--- src/rtl/key_entry_pkg.sv ---
// Shared definitions for the key entry controller.
// Holds the command keycodes, the controller state type, the legal-time
// digit limits, and a helper that checks the three significant digits of
// an entered HH:MM value.
package key_entry_pkg;

  localparam logic [3:0] KEY_ALARM = 4'hA;
  localparam logic [3:0] KEY_TIME  = 4'hB;

  // Limits for a legal 24-hour HH:MM entry.
  localparam logic [3:0] MAX_HR_TENS     = 4'd2;
  localparam logic [3:0] MAX_HR_UNITS_20 = 4'd3;  // units limit when tens == 2
  localparam logic [3:0] MAX_MIN_TENS    = 4'd5;

  typedef enum logic {
    ST_IDLE  = 1'b0,
    ST_ENTRY = 1'b1
  } state_t;

  // The minute units digit is always a decimal digit, so it never affects
  // legality and is not an argument.
  function automatic logic legal_time(input logic [3:0] ms_hr,
                                      input logic [3:0] ls_hr,
                                      input logic [3:0] ms_min);
    logic hr_ok;
    hr_ok = (ms_hr < MAX_HR_TENS) ||
            ((ms_hr == MAX_HR_TENS) && (ls_hr <= MAX_HR_UNITS_20));
    return hr_ok && (ms_min <= MAX_MIN_TENS);
  endfunction

endpackage

--- src/rtl/key_timeout_counter.sv ---
// Idle timer for the key entry controller.
// Counts enabled cycles since the last clear. expire is raised
// combinationally in the enabled cycle whose increment would bring the
// count to TIMEOUT_CYCLES-1, so the owner can act on that same edge.
// Ports:
//   clock, reset_n : system clock, async active-low reset
//   clear          : synchronous clear to 0 (wins over enable)
//   enable         : count this cycle
//   expire         : timeout reached this cycle
module key_timeout_counter #(
  parameter int TIMEOUT_CYCLES = 10
) (
  input  logic clock,
  input  logic reset_n,
  input  logic clear,
  input  logic enable,
  output logic expire
);

  // The count never needs to hold more than TIMEOUT_CYCLES-2.
  localparam int CW = (TIMEOUT_CYCLES > 2) ? $clog2(TIMEOUT_CYCLES - 1) : 1;
  localparam logic [CW-1:0] LIMIT = CW'(TIMEOUT_CYCLES - 2);

  logic [CW-1:0] count;

  always_ff @(posedge clock or negedge reset_n) begin
    if (!reset_n)    count <= '0;
    else if (clear)  count <= '0;
    else if (enable) count <= count + 1'b1;
  end

  assign expire = enable && !clear && (count == LIMIT);

endmodule

--- src/rtl/key_entry_ctrl.sv ---
// Keypad time entry controller.
// Collects up to four digits into an HH:MM shift buffer and, on an ALARM or
// TIME command, either pulses the matching load strobe (legal time) or
// entry_error. An entry left idle for TIMEOUT_CYCLES is abandoned with an
// entry_timeout pulse. All outputs are registered.
// Ports:
//   clock, reset_n       : system clock, async active-low reset
//   key, key_valid       : keycode and its one-cycle qualifier
//   key_ms_hr..key_ls_min: entered digits (held after load/error)
//   show_new_time        : high while an entry is in progress
//   load_new_a/load_new_c: legal alarm/current time pulses
//   entry_error          : command rejected pulse
//   entry_timeout        : entry abandoned pulse
module key_entry_ctrl
  import key_entry_pkg::*;
#(
  parameter int TIMEOUT_CYCLES = 10
) (
  input  logic       clock,
  input  logic       reset_n,
  input  logic [3:0] key,
  input  logic       key_valid,
  output logic [3:0] key_ms_hr,
  output logic [3:0] key_ls_hr,
  output logic [3:0] key_ms_min,
  output logic [3:0] key_ls_min,
  output logic       show_new_time,
  output logic       load_new_a,
  output logic       load_new_c,
  output logic       entry_error,
  output logic       entry_timeout
);

  state_t state;
  logic   is_digit, is_cmd;
  logic   tmr_clear, tmr_en, tmr_expire;
  logic   buf_legal;

  assign is_digit = key_valid && (key <= 4'd9);
  assign is_cmd   = key_valid && ((key == KEY_ALARM) || (key == KEY_TIME));

  // Reserved keys fall through to tmr_en, so they count as idle cycles.
  assign tmr_clear = (state == ST_IDLE) || is_digit;
  assign tmr_en    = (state == ST_ENTRY) && !is_digit && !is_cmd;

  assign buf_legal = legal_time(key_ms_hr, key_ls_hr, key_ms_min);

  key_timeout_counter #(
    .TIMEOUT_CYCLES(TIMEOUT_CYCLES)
  ) u_timer (
    .clock  (clock),
    .reset_n(reset_n),
    .clear  (tmr_clear),
    .enable (tmr_en),
    .expire (tmr_expire)
  );

  always_ff @(posedge clock or negedge reset_n) begin
    if (!reset_n) begin
      state         <= ST_IDLE;
      key_ms_hr     <= 4'h0;
      key_ls_hr     <= 4'h0;
      key_ms_min    <= 4'h0;
      key_ls_min    <= 4'h0;
      show_new_time <= 1'b0;
      load_new_a    <= 1'b0;
      load_new_c    <= 1'b0;
      entry_error   <= 1'b0;
      entry_timeout <= 1'b0;
    end else begin
      load_new_a    <= 1'b0;
      load_new_c    <= 1'b0;
      entry_error   <= 1'b0;
      entry_timeout <= 1'b0;
      case (state)
        ST_IDLE: begin
          // Commands and reserved keys are ignored here; buffer stays held.
          if (is_digit) begin
            key_ms_hr     <= 4'h0;
            key_ls_hr     <= 4'h0;
            key_ms_min    <= 4'h0;
            key_ls_min    <= key;
            state         <= ST_ENTRY;
            show_new_time <= 1'b1;
          end
        end
        ST_ENTRY: begin
          if (is_digit) begin
            key_ms_hr  <= key_ls_hr;
            key_ls_hr  <= key_ms_min;
            key_ms_min <= key_ls_min;
            key_ls_min <= key;
          end else if (is_cmd) begin
            if (!buf_legal)             entry_error <= 1'b1;
            else if (key == KEY_ALARM)  load_new_a  <= 1'b1;
            else                        load_new_c  <= 1'b1;
            state         <= ST_IDLE;
            show_new_time <= 1'b0;
          end else if (tmr_expire) begin
            key_ms_hr     <= 4'h0;
            key_ls_hr     <= 4'h0;
            key_ms_min    <= 4'h0;
            key_ls_min    <= 4'h0;
            entry_timeout <= 1'b1;
            state         <= ST_IDLE;
            show_new_time <= 1'b0;
          end
        end
        default: begin
          state         <= ST_IDLE;
          show_new_time <= 1'b0;
        end
      endcase
    end
  end

endmodule

--- config.mk ---
export PLATFORM = sky130hd
export DESIGN_NAME = key_entry_ctrl
export DESIGN_NICKNAME = d
export VERILOG_FILES = /design/src/rtl/key_entry_pkg.sv /design/src/rtl/key_timeout_counter.sv /design/src/rtl/key_entry_ctrl.sv
export SDC_FILE = /design/constraint.sdc
export NUM_CORES = 1
export LEC_CHECK = 0
export CAP_MARGIN = 15
export CORE_ASPECT_RATIO = 0.6
export CORE_MARGIN = 2
export CORE_UTILIZATION = 25
export CTS_CLUSTER_SIZE = 25
export DETAILED_ROUTE_END_ITERATION = 16
export PLACE_DENSITY_LB_ADDON = 0.08
export SLEW_MARGIN = 10
export SYNTH_ARGS = -nofsm -noshare
export SYNTH_HDL_FRONTEND = slang
export SYNTH_HIERARCHICAL = 1
export SYNTH_SLANG_ARGS = --single-unit
--- constraint.sdc ---
create_clock -name clock -period 2.8 [get_ports clock]
set_input_delay 0.56 -clock clock [delete_from_list [all_inputs] [get_ports clock]]
set_output_delay 0.56 -clock clock [all_outputs]
set_load 0.05 [all_outputs]
==> results of run 1 <==
[where the power goes]
part / internal (W) / switching, W / leakage [nW]
Sequential: 0.000425 / 0.0000479 / 0.347
Clock: 0.000191 / 0.000120 / 0.0357
Combinational: 0.000133 / 0.000214 / 0.337
Total: 0.000749 / 0.000382 / 0.719
[cell usage after synthesis]
library cell	instances
clkbuf_2	1
nor2_1	6
o31a_1	1
mux2i_1	4
a22o_1	12
ha_1	2
dfrtp_1	26
o31ai_1	1
buf_6	1
or2_2	1
nand3b_1	1
and4b_4	1
xnor2_1	1
buf_2	2
nand2_1	5
a311o_2	1
nand4_1	2
a31oi_1	2
mux2_1	2
and3_1	1
a21bo_2	1
o21ai_0	5
nor3b_1	1
nand4b_1	1
a2111oi_0	1
a21oi_1	4
inv_1	7
nor2b_1	2
and2_1	1
[metrics by stage]
stage | instance area, um2 | total power (W)
4_1_cts | 1582 | 0.001142
2_1_floorplan | 1131 | 0.0006957
3_3_place_gp | 1510 | 0.0008298
5_1_grt | 1582 | 0.001191
3_5_place_dp | 1510 | 0.0008278
6_report | 1582 | 0.001131
[worst paths after layout]
check,startpoint,to,cells past startpoint
hold / removal,key_ls_min[2]$_DFFE_PN0P_,key_ms_min[2]$_DFFE_PN0P_,1
max in group asynchronous,reset_n,key_ls_hr[2]$_DFFE_PN0P_,2
hold reg to reg,key_ls_min[2]$_DFFE_PN0P_,key_ms_min[2]$_DFFE_PN0P_,1
setup / recovery,key[1],key_ms_hr[2]$_DFFE_PN0P_,9
min in group asynchronous,reset_n,u_timer/count[3]$_DFFE_PN0P_,2
setup reg to reg,state$_DFF_PN0_,key_ms_hr[2]$_DFFE_PN0P_,8
[per-layer routing]
| metal | GRT usage [%] | up-vias | part of all wire (%) |
|---|---|---|---|
| met2 | 13.97 | 25 | 36 |
| met4 | 1.299 | 0 | 0.40 |
| li1 | - | 421 | - |
| met1 | 17.18 | 412 | 57 |
| met5 | 0 | - | 0 |
| met3 | 4.336 | 2 | 7.1 |
[registers in the layout (all words and copies together), names as in the netlist]
signal / count
key_ls_hr: 4
key_ls_min: 4
key_ms_hr: 4
key_ms_min: 4
u_timer/count: 4
entry_error: 1
entry_timeout: 1
load_new_a: 1
load_new_c: 1
show_new_time: 1
state: 1
[area by class of cell]
class	instances	area, um2
Fill cell	445	2653
Sequential cell	26	650.6
Multi-Input combinational cell	59	427.9
Timing Repair Buffer	35	330.3
Tap cell	60	75.07
Clock buffer	3	41.29
Clock inverter	1	30.03
Inverter	7	26.28
[worst max-delay path, delay by kind of cell]
kind / cells / cell delay [ps]
and+or+nand+nor: 4 / 510
AOI/OAI and AO/OA: 3 / 810
buffers and inverters: 2 / 720
[logic make-up after synthesis]
kind of cell,after synthesis,share of synthesized area (%)
muxes,6,5.531
adders and majority gates,2,2.212
DFF,26,57.52
and+or+nand+nor,22,10.84
AOI/OAI and AO/OA,28,18.47
buffers and inverters,11,4.646
xor gates and xnor gates,1,0.7745
==> summary by stage, run 1 <==
Floorplanning
The initial cell density of the core is 26.71%. The die covers a little over 5000 um2. Measured along the y axis, the die boundary spans 56.10 um. The number of placed I/O pins is 28.

The placement row count is 18. The region available for standard cell placement spans 4234 um2. The horizontal die dimension is 90.84 um.

Synth
After technology mapping, the gate count stands at 96. Counting every net in the synthesized netlist gives 105. Synthesis instantiated 29 different standard cells from the library.

The mean cell area of the mapped netlist is 11.78 um2. The flip-flop and latch count after synthesis is 26. Yosys printed 6 warnings. Summing every instance area after synthesis gives about 1100 um2. Sorting the synthesized cells by area gives the leading types as dfrtp_1 58%, a22o_1 9.3%, mux2i_1 3.5%.

The largest total area in the synthesized netlist belongs to dfrtp_1. Summing the sequential cell areas from Yosys gives between 50% and 60% of the chip area. The fraction of post-synthesis cell area in the top cell type by area is 57.52%.

Finish
From synthesis to final layout, the design area changed by 39.82%. The ratio of cells with drive above 1 in the final layout is 12.21%. The number of antenna diodes in the final layout is 0.

The finished layout holds 191 standard cells, fillers aside. At the end of the flow the core is filled with cells to 37.35%. The top cell types in the final layout, fill and taps aside, are 27 x clkdlybuf4s50_1, 26 x dfrtp_1, 12 x a22o_1. Leaving out fill and tap cells, the most frequent cell in the layout is clkdlybuf4s50_1. The net total in the final layout is roughly 140.

STA
The tightest hold path in the finished design has a slack of 525.1 ps. Across all setup checks in the final design, the least slack found is 364.1 ps. Setup repair after global routing left no endpoint under its margin. After routing, the total negative slack on setup checks comes to 0 ps.

Setup violations remaining at the end of the flow were counted as 0. The share of the clock period used by the worst path after layout is 87.00%. Headroom to the max-slew limit came out at between 50% and 60%. The clock period minus final worst setup slack is 2436 ps. The top achievable clock speed is 410.5 MHz. The final max-slew violation count came to 0. The final hold violation count was 0.

The maximum clock skew at final layout is 2.264 ps. At the pin with the least slew margin, the transition time is roughly 660 ps.

Setup path
The endpoint required time on the critical path is 2960 ps. Along the worst path, the maximum fanout reaches 9. The worst setup path is captured at a flip-flop.

For flop-to-flop paths, the worst setup slack is a little under 600 ps. The largest single stage delay on the critical path is between 500 and 600 ps. The critical path class is in -> reg. The most numerous cell type found on the critical path is nand2_1.

The kind of start point of the critical path is a primary input. Traced cell by cell, the critical path runs through clkdlybuf4s50_1 -> o21ai_0 -> nand2_1 -> nand2_1 -> nor2_1 -> nand2_1 -> a311o_2 -> buf_4 -> a22o_1. At the worst endpoint, the arrival time is 2600 ps.

The slowest library cell on the worst path is clkdlybuf4s50_1.

Placement
The port buffer count is 27. Including well taps, the total number of placed cells is 187. The pre-CTS worst setup slack is 114.4 ps. The HPWL after detailed placement is 1886 um. Routability-driven placement finished with a final weighted congestion of 0.7372.

Detailed routing
The count of vias placed by the detailed router is 860. The post-detailed-route DRC marker count is 0. After the first detailed-routing iteration, the DRC count stood at 39. The via-per-instance ratio is 4.503. After detailed routing, the average wire length per cell comes to 13.23 um. Before antenna repair, the detailed router went through 6 iterations. After detailed routing, the total wire length is around 2500 um.

The remaining antenna violation count after routing is 0.

Power
Dividing total power by cell area gives a power density of 715.1 nW/um2. In this run the static leakage power is 0.7194 nW. The maximum vdd drop is about 0.23 mV.

Global routing
The number of antenna violations at the first check in global routing came to 0. The remaining global-route overflow is 0. The total routing usage reported by global routing is between 10% and 20%. The first global-routing pass estimated around 4400 um of wire. The via count of the first global-routing pass was 828. The pin count of the biggest net entering global routing is 27.

CTS
The TritonCTS clock tree is yes. The total of hold buffers inserted after clock tree synthesis is 0. The later pin in the worst-skew pair is clocked with a latency of about 270 ps. The post-CTS setup-driven buffer insertion count is 0. The clock tree root driver cell is clkbuf_8.

CTS saw 26 sinks. CTS built an H-tree with a depth of 1. In this run, CTS created clock tree buffers numbering 3. After clock tree synthesis, the clock-pin slew on the worst setup and hold paths is ~90 ps. The post-cts sizing count is 0. The longest clock path from root to sink contains 2 buffers.

Job
The tool flagged a number of max-cap violations equal to 0.

Worst hold path
The path type of the worst min-delay path is reg -> reg.

Run status
The flow ran to the end, and the final reports show no timing, DRC or antenna violations.
Power figures use the tool's default switching activity.
==> run 2, diff against run 1 <==
- DONT_BUFFER_PORTS: default -> 1
- SYNTH_HIERARCHICAL: 1 -> default
==> run 2 against run 1 <==
Core utilization down 7.6 points. Clock skew grew 0.97 ps. Setup slack improved by 600 ps. Synthesized cell count decreased by 9.4%. Power up 3.4%. Critical endpoint is now key_ls_min[2]$_DFFE_PN0P_. Largest cell class unchanged. Largest power group unchanged.
==> summary by stage, run 2 <==
Run status
The flow ran to the end, and the final reports show no timing, DRC or antenna violations.

Finish
The ratio of cells with drive above 1 in the final layout is 25.58%. The final antenna diode count is 0. Relative to the synthesized area, the layout overhead comes to 12.25%. In the layout the commonest cells are 26 x dfrtp_1, 12 x a32o_2, 5 x inv_1. The leading cell type in the layout, fill and taps excluded is dfrtp_1.

The net total in the final layout is 96.

STA
The count of endpoints failing setup in the final report is 0. The share of the clock period used by the worst path after layout is about 66%. Setup repair after global routing left no endpoint under its margin. The final max-slew violation count is 0.

For this run, the top clock speed supported by timing is 543.6 MHz. The relative slew slack is a little over two fifths. Summed over all failing endpoints, the final setup total negative slack is 0 ps. The routed design could run at a clock period as short as 1840 ps. The final hold violation count was 0.

Between clock sinks in the finished design, the worst skew comes to 3.238 ps. For the pin with the worst max-slew slack, the measured transition is 865.1 ps.

Detailed routing
The detailed-route wire length is ~2600 um. The post-detailed-route DRC marker count is 0. After detailed routing, the number of vias per cell comes to 4.863. After detailed routing, the average wire length per cell comes to 17.63 um. The post-route met1 wirelength is 1390 um. After detailed routing, the met2 layer carries 930 um of wire. For this block, the initial DRC count from the detailed router was 45. The highest metal layer with signal wires is met3. After detailed routing, the met3 layer carries 254 um of wire.

Summing over every cut layer, the via total after detailed routing is 710. The first-pass iteration count of the detailed router is 4. The remaining antenna violation count after routing is 0.

Power
The switching portion of total power is 39.47%. The sequential fraction of design power is 61.5%. After layout, the design draws a total of around 0.0012 W. The analysis attributes to net switching a power of roughly 0.00046 W.

The share of power burned in combinational logic is a little under an eighth. The power density normalized to cell area is 944.1 nW/um2. The analysis attributes to cell leakage a power of around 0.60 nW.

Of the total power, the clock network draws 26.8%. The cell internal power dissipation is between 0.0007 and 0.0008 W. The maximum vdd drop is 0.3820 mV.

Setup path
The logic depth of the worst register-to-register path is 5. The number of buffers and inverters on the critical path is 1. The slowest library cell on the worst path is a32oi_2. Traced cell by cell, the critical path runs through inv_1 -> ha_1 -> and3b_1 -> a32oi_2 -> a22o_1. The critical path class is reg -> reg. In this run the critical register-to-register path is captured at key_ls_min[2]$_DFFE_PN0P_.

The biggest cell delay along the critical path is 680 ps. The critical path arrival is between 2000 and 2500 ps. The launch point of the worst reg-to-reg path is u_timer.count[0]$_DFFE_PN0P_.

The kind of start point of the critical path is a flip-flop. Across all register-to-register paths, the minimum setup slack is 960 ps. The type of element capturing the critical path is a flip-flop. The maximum fanout along the worst path is 16. The kind of cell adding the most delay to the critical path is compound AO/OA/AOI/OAI gates. At the worst endpoint, the required time is 3010 ps.

Synth
When the netlist entered floorplanning its net count stood at 96. After synthesis the netlist holds a flip-flop and latch count of 26. The largest total area in the synthesized netlist belongs to dfrtp_1. The synthesized design devotes to its leading area cell type 58.96% of total area. The synthesized netlist occupies a cell area of 1104 um2. The most used standard cell by instance count after synthesis is dfrtp_1. The count of different cell masters after synthesis is 28. The fraction of synthesis flops using an asynchronous set or reset pin is 100.0%.

The warning count from the yosys run is 0. The mean cell area of the mapped netlist is 12.68 um2. The synthesized design contains 0 enable-type register cells. By count the netlist is led by 26 x dfrtp_1, 12 x a32o_2, 5 x inv_1. Yosys attributes the largest share of cell area to dfrtp_1 59%, a32o_2 12%, a22o_1 3.2%.

The gate count of the mapped netlist is just under 90. The flip-flop cell with the highest count after synthesis is dfrtp_1. The sequential cell area fraction in the yosys report is 58.96%.

Placement
The weighted congestion reported at the end of routability-driven placement is 0.6557. The sum of net half-perimeters after detailed placement is 1805 um. The count of buffers added on input and output ports is 0.

CTS
For the worst-skew pair, the clock arrives at the later sink with an insertion delay of 270 ps. Clock tree synthesis selected as its root buffer the cell clkbuf_8. The clock sink count is 26. After clock tree synthesis, the clock-pin slew on the worst setup and hold paths is 90 ps.

The number of clock buffers added by TritonCTS is 3. The buffer levels on the longest clock path is 2. The TritonCTS clock tree is yes. CTS built an H-tree with a depth of 1. The post-cts sizing count is 0.

Global routing
Entering global routing, the biggest net connects 27 pins. The first global-routing pass estimated just over 4000 um of wire. The number of antenna violations at the first check in global routing is 0. The total overflow left after global routing is 0. The via count of the first global-routing pass is 667. The total routing usage reported by global routing is a little over a tenth.

Floorplanning
The number of placed I/O pins is 28. The area of the die is 4979 um2. The die extent in y is 55.47 um.

In this run the horizontal extent of the chip is 89.78 um. The total area inside the core boundary comes to 4167 um2. For this configuration, the core starts out at a cell density of 26.49%.

The placement row count is 18.

Job
Across the run, the number of max-cap violations was 0.

Worst hold path
The min-delay analysis places its worst path in the category in -> async.
## run 2: area by class of cell
class,instances,area (um2)
Sequential cell,26,650.6
Inverter,5,18.77
Multi-Input combinational cell,50,402.9
Fill cell,422,2928
Timing Repair Buffer,1,20.02
Clock inverter,1,30.03
Clock buffer,3,41.29
Tap cell,60,75.07
## run 2: cells by family (layout without fill, tap and decap cells)
logic type               Yosys count  after routing  synth area share, %
multiplexers                       1              1               0.9071
buffers and inverters             11             10                4.534
AO/OA/AOI/OAI                     31             31                25.17
adder cells (fa/ha/maj)            2              2                2.267
AND/OR/NAND/NOR                   16             16                8.164
flip-flops                        26             26                58.96
## run 2: stage by stage
step | cell area, um2 | hold WS [ps] | setup WS, ps | utilization, % | instances
floorplan | 1104 | 264.4 | 1266 | - | 87
global placement | 1147 | 265.7 | 961.9 | 27.54 | 141
detailed placement | 1147 | 265.7 | 937.7 | 27.54 | 141
CTS | 1239 | 89.01 | 952.8 | 29.73 | 146
global route | 1239 | 84.74 | 825.3 | 29.73 | 146
finish | 1239 | 91.80 | 960.4 | 29.73 | 146
## run 2: worst register-to-register path, delay by kind of cell (launching register included)
family / cells / cell delay, ps
AO/OA/AOI/OAI: 2 / 920
flip-flops: 1 / 420
AND/OR/NAND/NOR: 1 / 200
adder cells (fa/ha/maj): 1 / 190
buffers and inverters: 1 / 60
## run 2: timing repair
action	in CTS	in global routing
setup buffers	0	0
hold buffers	1	0
hold endpoints to repair	26	0
## run 2: how the worst max path moves through the flow
stage | startpoint | endpoint | slack, ps | cells after the start
global placement | key[2] | key_ls_hr[3]$_DFFE_PN0P_ | 960 | 3
finish | u_timer.count[0]$_DFFE_PN0P_ | key_ls_min[2]$_DFFE_PN0P_ | 960 | 5
CTS | u_timer.count[0]$_DFFE_PN0P_ | key_ls_hr[3]$_DFFE_PN0P_ | 950 | 5
global route | u_timer.count[0]$_DFFE_PN0P_ | key_ls_min[2]$_DFFE_PN0P_ | 830 | 5
detailed placement | key[2] | key_ms_hr[2]$_DFFE_PN0P_ | 940 | 3
floorplan | key[2] | key_ls_hr[3]$_DFFE_PN0P_ | 1270 | 5
## run 2: power by group through the flow
stage               logic (W)  clock network [W]  registers [W]
CTS                  0.000140           0.000323       0.000722
finish               0.000136           0.000314       0.000719
global placement     0.000127                  0       0.000730
floorplan            0.000121                  0       0.000691
detailed placement   0.000127                  0       0.000729
global route         0.000158           0.000334       0.000734
## run 2: metal layers
layer	vias to the layer above	track usage, %
met5	-	0
met4	0	1.319
met3	0	6.003
met2	23	12.23
met1	354	16.95
li1	333	-
==> run 3, diff against run 2 <==
- clock period: 2.8 -> 1.6 ns (I/O delays scaled with it)
==> run 3 against run 2 <==
Combinational power rose to 4.1 times the previous value. Die area stayed put. Design area increased by 8.3%. Hold slack better by 5.8 ps. Cell count is 10% higher. Routed wire length grew 4.9%. Fmax rose by 24%.
==> summary by stage, run 3 (synthesis results as in run 2) <==
Run status
The flow ran to the end, and the final reports show no timing, DRC or antenna violations.

STA
The clock period minus final worst setup slack is between 1000 and 1500 ps. Based on the critical path, the design can be clocked at up to 676.4 MHz. Setup repair after global routing left no endpoint under its margin. For the pin with the worst max-slew slack, the measured transition is 568.8 ps. Across the routed clock network, the largest skew measured is 7.113 ps. The worst slack on hold paths is 97.63 ps. The final sum of negative setup slack is 0 ps. Of the available clock period, the critical path in the final layout requires 92.41%. The relative slew slack is 61.10%. Setup violations remaining at the end of the flow were counted as 0. The final max-slew violation count came to 0. The final hold violation count is 0.

Floorplanning
During I/O placement, the number of pins put on the boundary was 28. The die covers 4979 um2. The floorplan core area is 4167 um2. Once the floorplan was initialized, standard cells occupied about a quarter of the core.

The initialized floorplan defines 18 standard-cell rows. In this run the horizontal extent of the chip is 89.78 um. From bottom edge to top edge, the die measures 55.47 um.

Detailed routing
Dividing the detail-routed via count by the number of cells gives around 4.6. The detailed router placed 748 vias in this run. After the first detailed-routing iteration, the DRC count stood at approximately 70. The detailed-route wire length is approximately 2700 um.

In the final routed layout, each cell accounts on average for 16.76 um. The post-detailed-route DRC marker count is 0. Before antenna repair, the detailed router went through 4 iterations. In this run the remaining antenna-violating nets after routing total 0.

Setup path
Of all nets on the critical path, the largest fanout is 16. STA classifies the critical path startpoint as a flip-flop. STA classifies the critical path endpoint as a flip-flop. The critical path arrival is approximately 1600 ps. The endpoint required time on the critical path is around 1800 ps. The critical path class is reg -> reg.

Global routing
The first-pass GRT wire length is about 4500 um. The routing usage on met3 is 6.276%. The via count of the first global-routing pass is 742. The met1 usage is 19.04%.

The layer with the highest usage after global routing is met1. Global routing used 11.63% of the available tracks. The number of antenna violations at the first check in global routing was 0.

Global routing finished with a remaining overflow of 0. The pin count of the biggest net entering global routing is 27. The met2 usage is 12.77%.

Placement
Detailed placement finished with a half-perimeter wire length of 1967 um. The weighted congestion reported at the end of routability-driven placement is 0.7346. The port buffer count is 0.

Finish
The top cell types in the final layout, fill and taps aside, are 26 x dfrtp_1, 13 x buf_4, 12 x a32o_2. The net total in the final layout is roughly 110. Summing all flip-flop and latch instances after layout gives 650.6 um2. The final antenna diode count is 0. The ratio of cells with drive above 1 in the final layout is 35.64%. The leading cell type in the layout, fill and taps excluded is dfrtp_1. The signed area change from the synthesized netlist to the final layout is 21.54%. Fill cells in the final layout number 418.

The area of combinational cells with multiple inputs is 402.9 um2.

Power
The leakage power figure is 0.6733 nW. Power spread over the standard cell area amounts to 1510 nW/um2. VDD sags by at most a little under 0.5 mV.

CTS
The clock passes through at most 2 buffers. The clock sink count is 26. The TritonCTS clock tree is yes. CTS built an H-tree with a depth of 1. The insertion delay to the later sink of the worst-skew pair is roughly 270 ps. TritonCTS created 3 clock buffers. The root buffer cell chosen for the clock tree is clkbuf_8. The clock slew seen by the registers of the worst setup and hold paths is 90 ps.

Job
Max-cap violations in this run came to 0.

Worst hold path
In this run the worst hold path is classified as in -> reg.
## run 3: path summary, 6_finish.rpt
| check | start | to | slack (ps) | cells after the start |
|---|---|---|---|---|
| min in group asynchronous | reset_n | u_timer.count[3]$_DFFE_PN0P_ | 470 | 2 |
| worst min-delay path | key[0] | load_new_a$_DFF_PN0_ | 100 | 1 |
| worst max register to register | u_timer.count[1]$_DFFE_PN0P_ | key_ms_hr[0]$_DFFE_PN0P_ | 120 | 6 |
| max in group asynchronous | reset_n | key_ms_hr[1]$_DFFE_PN0P_ | 980 | 2 |
| worst min register to register | key_ms_hr[1]$_DFFE_PN0P_ | key_ms_hr[1]$_DFFE_PN0P_ | 540 | 1 |
| worst max-delay path | u_timer.count[1]$_DFFE_PN0P_ | key_ms_hr[0]$_DFFE_PN0P_ | 120 | 6 |
## run 3: per-layer routing
metal / wire, um / part of all wire (%)
met1: 1476 / 55
met2: 970 / 36
met3: 251 / 9.3
met4: 0 / 0
met5: 0 / 0
## run 3: critical path, stage by stage, from the launching register on
cell and delay, ps:
dfrtp_1 420, inv_1 70, ha_1 130, and3b_1 210, a32oi_2 120, buf_6 190, a32o_2 230
## run 3: where the power goes
part / total, W / leakage (nW) / internal (W) / switching (W)
Sequential: 0.00104 / 0.337 / 0.000774 / 0.000268
Combinational: 0.000560 / 0.307 / 0.000214 / 0.000346
Clock: 0.000423 / 0.0288 / 0.000220 / 0.000204
Total: 0.00203 / 0.673 / 0.00121 / 0.000817
## run 3: layout make-up
cell class                 count  share of cell area, %
inverter                       5                  1.399
timing repair buffer          16                  10.35
multi-input combinational     50                  30.04
tap                           60                  5.597
clock buffer                   4                  4.104
sequential                    26                  48.51
## run 3: through the flow
step / worst slack (ps) / instance area (um2) / instances / util (%) / power, W
floorplan: 155.2 / 1104 / 87 / - / 0.001420
global placement: 118.9 / 1252 / 155 / 30.06 / 0.001596
detailed placement: 100.4 / 1252 / 155 / 30.06 / 0.001597
CTS: 85.67 / 1338 / 161 / 32.10 / 0.002054
global route: 18.86 / 1341 / 161 / 32.19 / 0.002146
finish: 121.5 / 1341 / 161 / 32.19 / 0.002026
## run 3: repair_timing
action                                 CTS  global route
gates resized for setup                  0             1
buffers inserted                         0             0
endpoints found under the hold margin   26             0
setup endpoints to repair                0            13
hold buffers                             2             0
